`src/rtl/outbuf_drain_sched.sv`:
```
// Write/read scheduler for the per-channel output RAMs: pointer/flag tracking and round-robin drain.
// Optional build macro OUTBUF_BURST_DRAIN_EN keeps the grant on one channel until it empties or drain_en drops.
module outbuf_drain_sched #(
  parameter int NCH    = 3,
  parameter int ADDR_W = 12,
  parameter int DATA_W = 32
) (
  input  logic                    clk,
  input  logic                    reset,
  input  logic [NCH-1:0]          wr_req,
  output logic [NCH-1:0]          ram_wren,
  output logic [NCH*ADDR_W-1:0]   ram_wraddr,
  output logic [NCH-1:0]          ram_rden,
  output logic [NCH*ADDR_W-1:0]   ram_rdaddr,
  input  logic [NCH*DATA_W-1:0]   ram_q,
  input  logic                    drain_en,
  output logic                    out_valid,
  input  logic                    out_ready,
  output logic [DATA_W-1:0]       out_data,
  output logic [1:0]              out_chan,
  output logic [NCH-1:0]          full,
  output logic [NCH-1:0]          empty,
  output logic                    overflow
);

  typedef enum logic [1:0] {
    S_IDLE,
    S_ISSUE,
    S_WAIT,
    S_HOLD
  } state_t;

  localparam logic [ADDR_W:0] PTR_ONE   = {{ADDR_W{1'b0}}, 1'b1};
  localparam logic [ADDR_W:0] FULL_DIFF = {1'b1, {ADDR_W{1'b0}}};

  state_t            r_state;
  state_t            w_state_nxt;
  logic [ADDR_W:0]   r_wr_ptr [NCH];
  logic [ADDR_W:0]   r_rd_ptr [NCH];
  logic [1:0]        r_grant;
  logic [DATA_W-1:0] r_out_data;
  logic [1:0]        r_out_chan;
  logic              r_overflow;
  logic [1:0]        w_pick;
  logic [1:0]        w_idx;
  logic              w_any;
  logic [DATA_W-1:0] w_q_sel;
`ifdef OUTBUF_BURST_DRAIN_EN
  logic              r_sticky;
`endif

  assign out_valid = (r_state == S_HOLD);
  assign out_data  = r_out_data;
  assign out_chan  = r_out_chan;
  assign overflow  = r_overflow;

  always_comb begin
    empty      = '0;
    full       = '0;
    ram_wren   = '0;
    ram_rden   = '0;
    ram_wraddr = '0;
    ram_rdaddr = '0;
    for (int unsigned i = 0; i < NCH; i++) begin
      empty[i] = (r_wr_ptr[i] == r_rd_ptr[i]);
      full[i]  = ((r_wr_ptr[i] - r_rd_ptr[i]) == FULL_DIFF);
      ram_wren[i] = wr_req[i] & ~full[i];
      ram_rden[i] = (r_state == S_ISSUE) && (r_grant == 2'(i));
      ram_wraddr[i*ADDR_W +: ADDR_W] = r_wr_ptr[i][ADDR_W-1:0];
      ram_rdaddr[i*ADDR_W +: ADDR_W] = r_rd_ptr[i][ADDR_W-1:0];
    end
  end

  // Search starts one past the previous grant, so channel 0 wins first after reset.
  always_comb begin
    w_pick = r_grant;
    w_any  = 1'b0;
    w_idx  = '0;
    for (int unsigned k = 1; k <= NCH; k++) begin
      w_idx = 2'((32'(r_grant) + k) % NCH);
      if (!w_any && !empty[w_idx]) begin
        w_any  = 1'b1;
        w_pick = w_idx;
      end
    end
`ifdef OUTBUF_BURST_DRAIN_EN
    if (r_sticky && !empty[r_grant]) begin
      w_any  = 1'b1;
      w_pick = r_grant;
    end
`endif
  end

  always_comb begin
    w_q_sel = '0;
    for (int unsigned i = 0; i < NCH; i++) begin
      if (r_grant == 2'(i)) w_q_sel = ram_q[i*DATA_W +: DATA_W];
    end
  end

  always_comb begin
    w_state_nxt = r_state;
    case (r_state)
      S_IDLE:  if (drain_en && w_any) w_state_nxt = S_ISSUE;
      S_ISSUE: w_state_nxt = S_WAIT;
      S_WAIT:  w_state_nxt = S_HOLD;
      S_HOLD:  if (out_ready) w_state_nxt = S_IDLE;
      default: w_state_nxt = S_IDLE;
    endcase
  end

  always_ff @(posedge clk) begin
    if (reset) r_state <= S_IDLE;
    else       r_state <= w_state_nxt;
  end

  always_ff @(posedge clk) begin
    if (reset) begin
      for (int unsigned i = 0; i < NCH; i++) begin
        r_wr_ptr[i] <= '0;
        r_rd_ptr[i] <= '0;
      end
      r_grant    <= 2'(NCH - 1);
      r_out_data <= '0;
      r_out_chan <= '0;
      r_overflow <= 1'b0;
    end else begin
      for (int unsigned i = 0; i < NCH; i++) begin
        if (ram_wren[i]) r_wr_ptr[i] <= r_wr_ptr[i] + PTR_ONE;
        if (ram_rden[i]) r_rd_ptr[i] <= r_rd_ptr[i] + PTR_ONE;
      end
      if (|(wr_req & full)) r_overflow <= 1'b1;
      if (r_state == S_IDLE && w_state_nxt == S_ISSUE) r_grant <= w_pick;
      if (r_state == S_WAIT) begin
        r_out_data <= w_q_sel;
        r_out_chan <= r_grant;
      end
    end
  end

`ifdef OUTBUF_BURST_DRAIN_EN
  always_ff @(posedge clk) begin
    if (reset) begin
      r_sticky <= 1'b0;
    end else if (r_state == S_HOLD && out_ready) begin
      r_sticky <= drain_en;
    end else if (r_state == S_IDLE && !drain_en) begin
      r_sticky <= 1'b0;
    end
  end
`endif

endmodule

```
`config.mk`:
```
export PLATFORM = sky130hd
export DESIGN_NAME = outbuf_drain_sched
export DESIGN_NICKNAME = d
export VERILOG_FILES = /design/src/rtl/outbuf_drain_sched.sv
export SDC_FILE = /design/constraint.sdc
export NUM_CORES = 1
export LEC_CHECK = 0
export CAP_MARGIN = 40
export CORE_UTILIZATION = 51
export CTS_BUF_LIST = sky130_fd_sc_hd__clkbuf_16
export DETAILED_ROUTE_END_ITERATION = 12
export PLACE_DENSITY = 0.83
export SLEW_MARGIN = 40
export SYNTH_ARGS = -nofsm -noshare
export SYNTH_HDL_FRONTEND = slang
export SYNTH_SLANG_ARGS = --single-unit
```
`constraint.sdc`:
```
create_clock -name clk -period 4.4 [get_ports clk]
set_clock_uncertainty 0.15 [all_clocks]
set_input_delay 1.1 -clock clk [delete_from_list [all_inputs] [get_ports clk]]
set_output_delay 1.1 -clock clk [all_outputs]
set_load 0.005 [all_outputs]
```
==> reports/qor.log, run 1 <==
INFO  run_status     status=complete, but fails checks
INFO  run_status     failed_checks=negative setup slack
INFO  cts            tritoncts_clock_tree=built
INFO  cts            tritoncts.num_buffers=17
INFO  grt            globalRoute.totalOverflow=0
INFO  timing         hold_violations=0
INFO  grt            grt_first_pass_wirelength=43.44mm
INFO  timing         fin_setup_tns=-0.06823ns
INFO  yosys          synth.net_count=1232
INFO  yosys          number_of_enable_type_register_cells_in_the_synthesized_netlist=78
INFO  timing         timing.final.setup_violations=1
INFO  yosys          yosys.cell_types.count=66
INFO  power          p_int=2.755mW
INFO  worst_setup_path timing.critical_path.buf_inv=1
INFO  drt            routed_wire_length_per_instance=17.94µm
INFO  yosys          share_of_synthesized_registers_carrying_an_async_set_or_reset=0%
INFO  cells_and_area post_route_cells_drive_above_1_share=14.14%
INFO  cells_and_area layout.nets=1438
INFO  cts            cts-root-to-sink-buffers=2
INFO  timing         rsz0062_at_grt=yes
INFO  drt            drc_errors=0
INFO  run            max_cap_viol_count=0
INFO  die            dieWidth=133.7µm
INFO  placed_design  detailedPlacementHpwl=19.45mm
INFO  worst_setup_path timing.setup.critical_path_class=reg -> out
INFO  cts            cts_htree_levels=4
INFO  yosys          synth_flop_cell=edfxtp_1
INFO  timing         final.hold.worst_slack=0.3313ns
INFO  drt            drt_wl_total=27.29mm
INFO  die            ios=223
INFO  timing         final_critical_path_setup_slack=-0.06823ns
INFO  grt            grt_antenna_before_repair=0
INFO  drt            first_pass_iters=5
INFO  worst_setup_path critPathSlowestCell=or4_4
INFO  die            core_region_area=16760µm²
INFO  yosys          synth_seq_cells=117
INFO  die            rows=47
INFO  yosys          synthCells=1082
INFO  timing         tightest_slew=0.7506ns
INFO  cts            cts.sink_count=117
INFO  timing         timing.final.max_slew_violations=0
INFO  worst_setup_path cp_top_family=simple AND/OR/NAND/NOR gates
INFO  power          power.share.switching=31.41%
INFO  worst_setup_path cpPeakStageDelay=0.56ns
INFO  cells_and_area final_cell_mix=clkdlybuf4s50_1 (215), nor2_1 (172), a21oi_1 (102)
INFO  drt            antenna_violating_nets_post_route=0
INFO  placed_design  pre_cts_slack=-0.04526ns
INFO  power          total_leakage_power=4.696nW
INFO  drt            number_of_vias_in_the_routed_layout=8731
INFO  cts            clk_root_buf=clkbuf_16
INFO  cts            later_pin_clock_latency_in_the_skew_report=0.43ns
INFO  worst_setup_path timing.critical_path.required=3.15ns
INFO  timing         period_share=101.6%
INFO  power          clockPowerShare=34.7%
INFO  worst_setup_path timing.critical_path.from_type=flip-flop
INFO  power          netSwitchingPower=1.262mW
INFO  die            die-area=17870µm²
INFO  power          max-vdd-ir-drop=0.2827mV
INFO  timing         max-slew-margin-rel=49.50%
INFO  power          combPwrFrac=32.1%
INFO  cells_and_area flow.area_growth_from_synthesis=38.01%
INFO  grt            gr-usage-all-layers=30.82%
INFO  cells_and_area fin_util=72.83%
INFO  yosys          synth.yosys.seq_area_share=35.31%
INFO  power          part_of_the_total_power_dissipated_in_sequential_elements=33.2%
INFO  cells_and_area n_antenna_cell=0
INFO  yosys          syn-mean-instance-area=8.174µm²
INFO  drt            post_drt_via_cell_ratio=5.740
INFO  grt            largest_net_degree_at_the_start_of_global_routing=70
INFO  min_path       worstHoldPathType=reg -> reg
INFO  worst_setup_path crit_arrival=3.22ns
INFO  grt            first_global_vias=8612
INFO  cells_and_area layout.cells.most_common=clkdlybuf4s50_1
INFO  placed_design  numPortBuffers=222
INFO  cells_and_area n_fill_cell=1263
INFO  worst_setup_path crit_path_cell_trace=ha_4 > nor2b_4 > o211a_1 > or3_4 > a2111oi_4 > o21ai_1 > or4_4 > and2_4 > clkbuf_2
INFO  cts            number_of_buffers_inserted_by_hold_repair_at_cts=0
INFO  yosys          number_of_warning_messages_in_the_yosys_log=0
INFO  die            die_h=133.7µm
INFO  drt            drt_iter0_markers=757
INFO  timing         post-route-min-period=4.468ns
INFO  yosys          mapped_area=8845µm²
INFO  worst_setup_path sort_of_element_at_the_end_of_the_critical_path=output port
INFO  power          power_per_cell_area=329.1nW/µm²
INFO  worst_setup_path critPathMaxFanout=3
INFO  timing         achievable-frequency=223.8MHz
INFO  cts            path_clk_slew=0.05ns
INFO  die            initial_core_utilization=52.77%
INFO  placed_design  place.gp.congestion=0.9088
worst min-delay path, cell delays in order (launching register included):
cell and delay (ns):
dfxtp_1 0.32, a21oi_1 0.06, nor2_1 0.07
registers in the layout, indices dropped and copies added (netlist names):
name and count:
out_chan 2, r_state 2, out_data 32, r_grant 2, overflow 1, r_rd_ptr 39
r_wr_ptr 39
power groups by stage:
stage / Combinational (mW) / Clock [mW] / Sequential, mW
after floorplan: 0.720 / 0 / 1.35
after global placement: 1.12 / 0 / 1.35
after detailed placement: 1.13 / 0 / 1.35
after CTS: 1.22 / 1.41 / 1.33
after global routing: 1.40 / 1.46 / 1.34
final: 1.29 / 1.40 / 1.33
cell usage after synthesis (all sizes together) (6+ instances only):
cell      n  area share, %
nand2    57            2.4
nand2b    6           0.42
nor3     45            2.5
nor2    172            7.3
o21a      8           0.68
xnor2    48            4.8
a31oi     8           0.57
o211ai   13            1.1
nand4    17            1.2
or2       7           0.50
nor4     13           0.92
and3     15            1.1
clkbuf   45            1.9
edfxtp   78             26
a21oi   106            6.0
inv      67            2.8
buf      78            6.6
a21o      9           0.76
o21ai    29            1.6
dfxtp    39            8.8
ha       47            6.6
xor2     27            2.7
nand3    37            2.1
nor2b    10           0.71
a22oi    34            2.9
kinds of logic after synthesis:
logic type	count (synthesis)	share of synthesized area (%)
multiplexers	3	0.3537
AO/OA/AOI/OAI	247	17.60
buffers and inverters	190	11.32
adder cells (fa/ha/maj)	47	6.649
flip-flops	117	35.31
XOR/XNOR	75	7.427
AND/OR/NAND/NOR	403	21.35
worst paths after layout:
kind | slack [ns] | startpoint | depth (start not counted) | to
max reg2reg | 0.04 | r_rd_ptr[0][1] | 26 | overflow
max | -0.07 | r_wr_ptr[0][14] | 9 | ram_wren[1]
min reg2reg | 0.33 | out_data[14] | 2 | out_data[14]
min | 0.33 | out_data[14] | 2 | out_data[14]
cell type report:
class | instances | area [µm²] | area share [%]
clock buffers | 20 | 500.5 | 4.100
clock inverters | 12 | 98.84 | 0.8098
inverters | 67 | 251.5 | 2.060
multi-input cells | 775 | 5085 | 41.66
flip-flops and latches | 117 | 3123 | 25.58
well taps | 220 | 275.3 | 2.255
repair buffers | 310 | 2873 | 23.53
metrics by stage:
step	power, mW	instances	area [µm²]
5_1_grt	4.200	1521	12210
3_3_place_gp	2.466	1460	11060
3_5_place_dp	2.485	1460	11070
6_report	4.017	1521	12210
4_1_cts	3.959	1518	12050
2_1_floorplan	2.071	1082	8845
what timing repair did:
action	4_1_cts	5_1_grt
pin swaps	16	13
resized for setup	50	30
endpoints found under the hold margin	0	0
buffers inserted	26	3
endpoints found under the setup margin	6	8
layer usage:
metal | track usage [%] | vias up | wire [µm]
met5 | 0 | - | 0
met4 | 11.93 | 0 | 766
met3 | 6.583 | 68 | 1691
met2 | 55.64 | 389 | 13820
met1 | 35.38 | 4096 | 11020
li1 | - | 4178 | -
No activity file was read; power rests on OpenSTA's default activity.
==> run 2, diff against run 1 <==
--- a/config.mk
+++ b/config.mk
@@ -9,6 +9,7 @@
 export CORE_UTILIZATION = 51
 export CTS_BUF_LIST = sky130_fd_sc_hd__clkbuf_16
 export DETAILED_ROUTE_END_ITERATION = 12
+export HOLD_SLACK_MARGIN = 0.02
 export PLACE_DENSITY = 0.83
 export SLEW_MARGIN = 40
 export SYNTH_ARGS = -nofsm -noshare
==> results of run 2 <==
No change in the layout: final DEF, timing and power equal those of run 1.
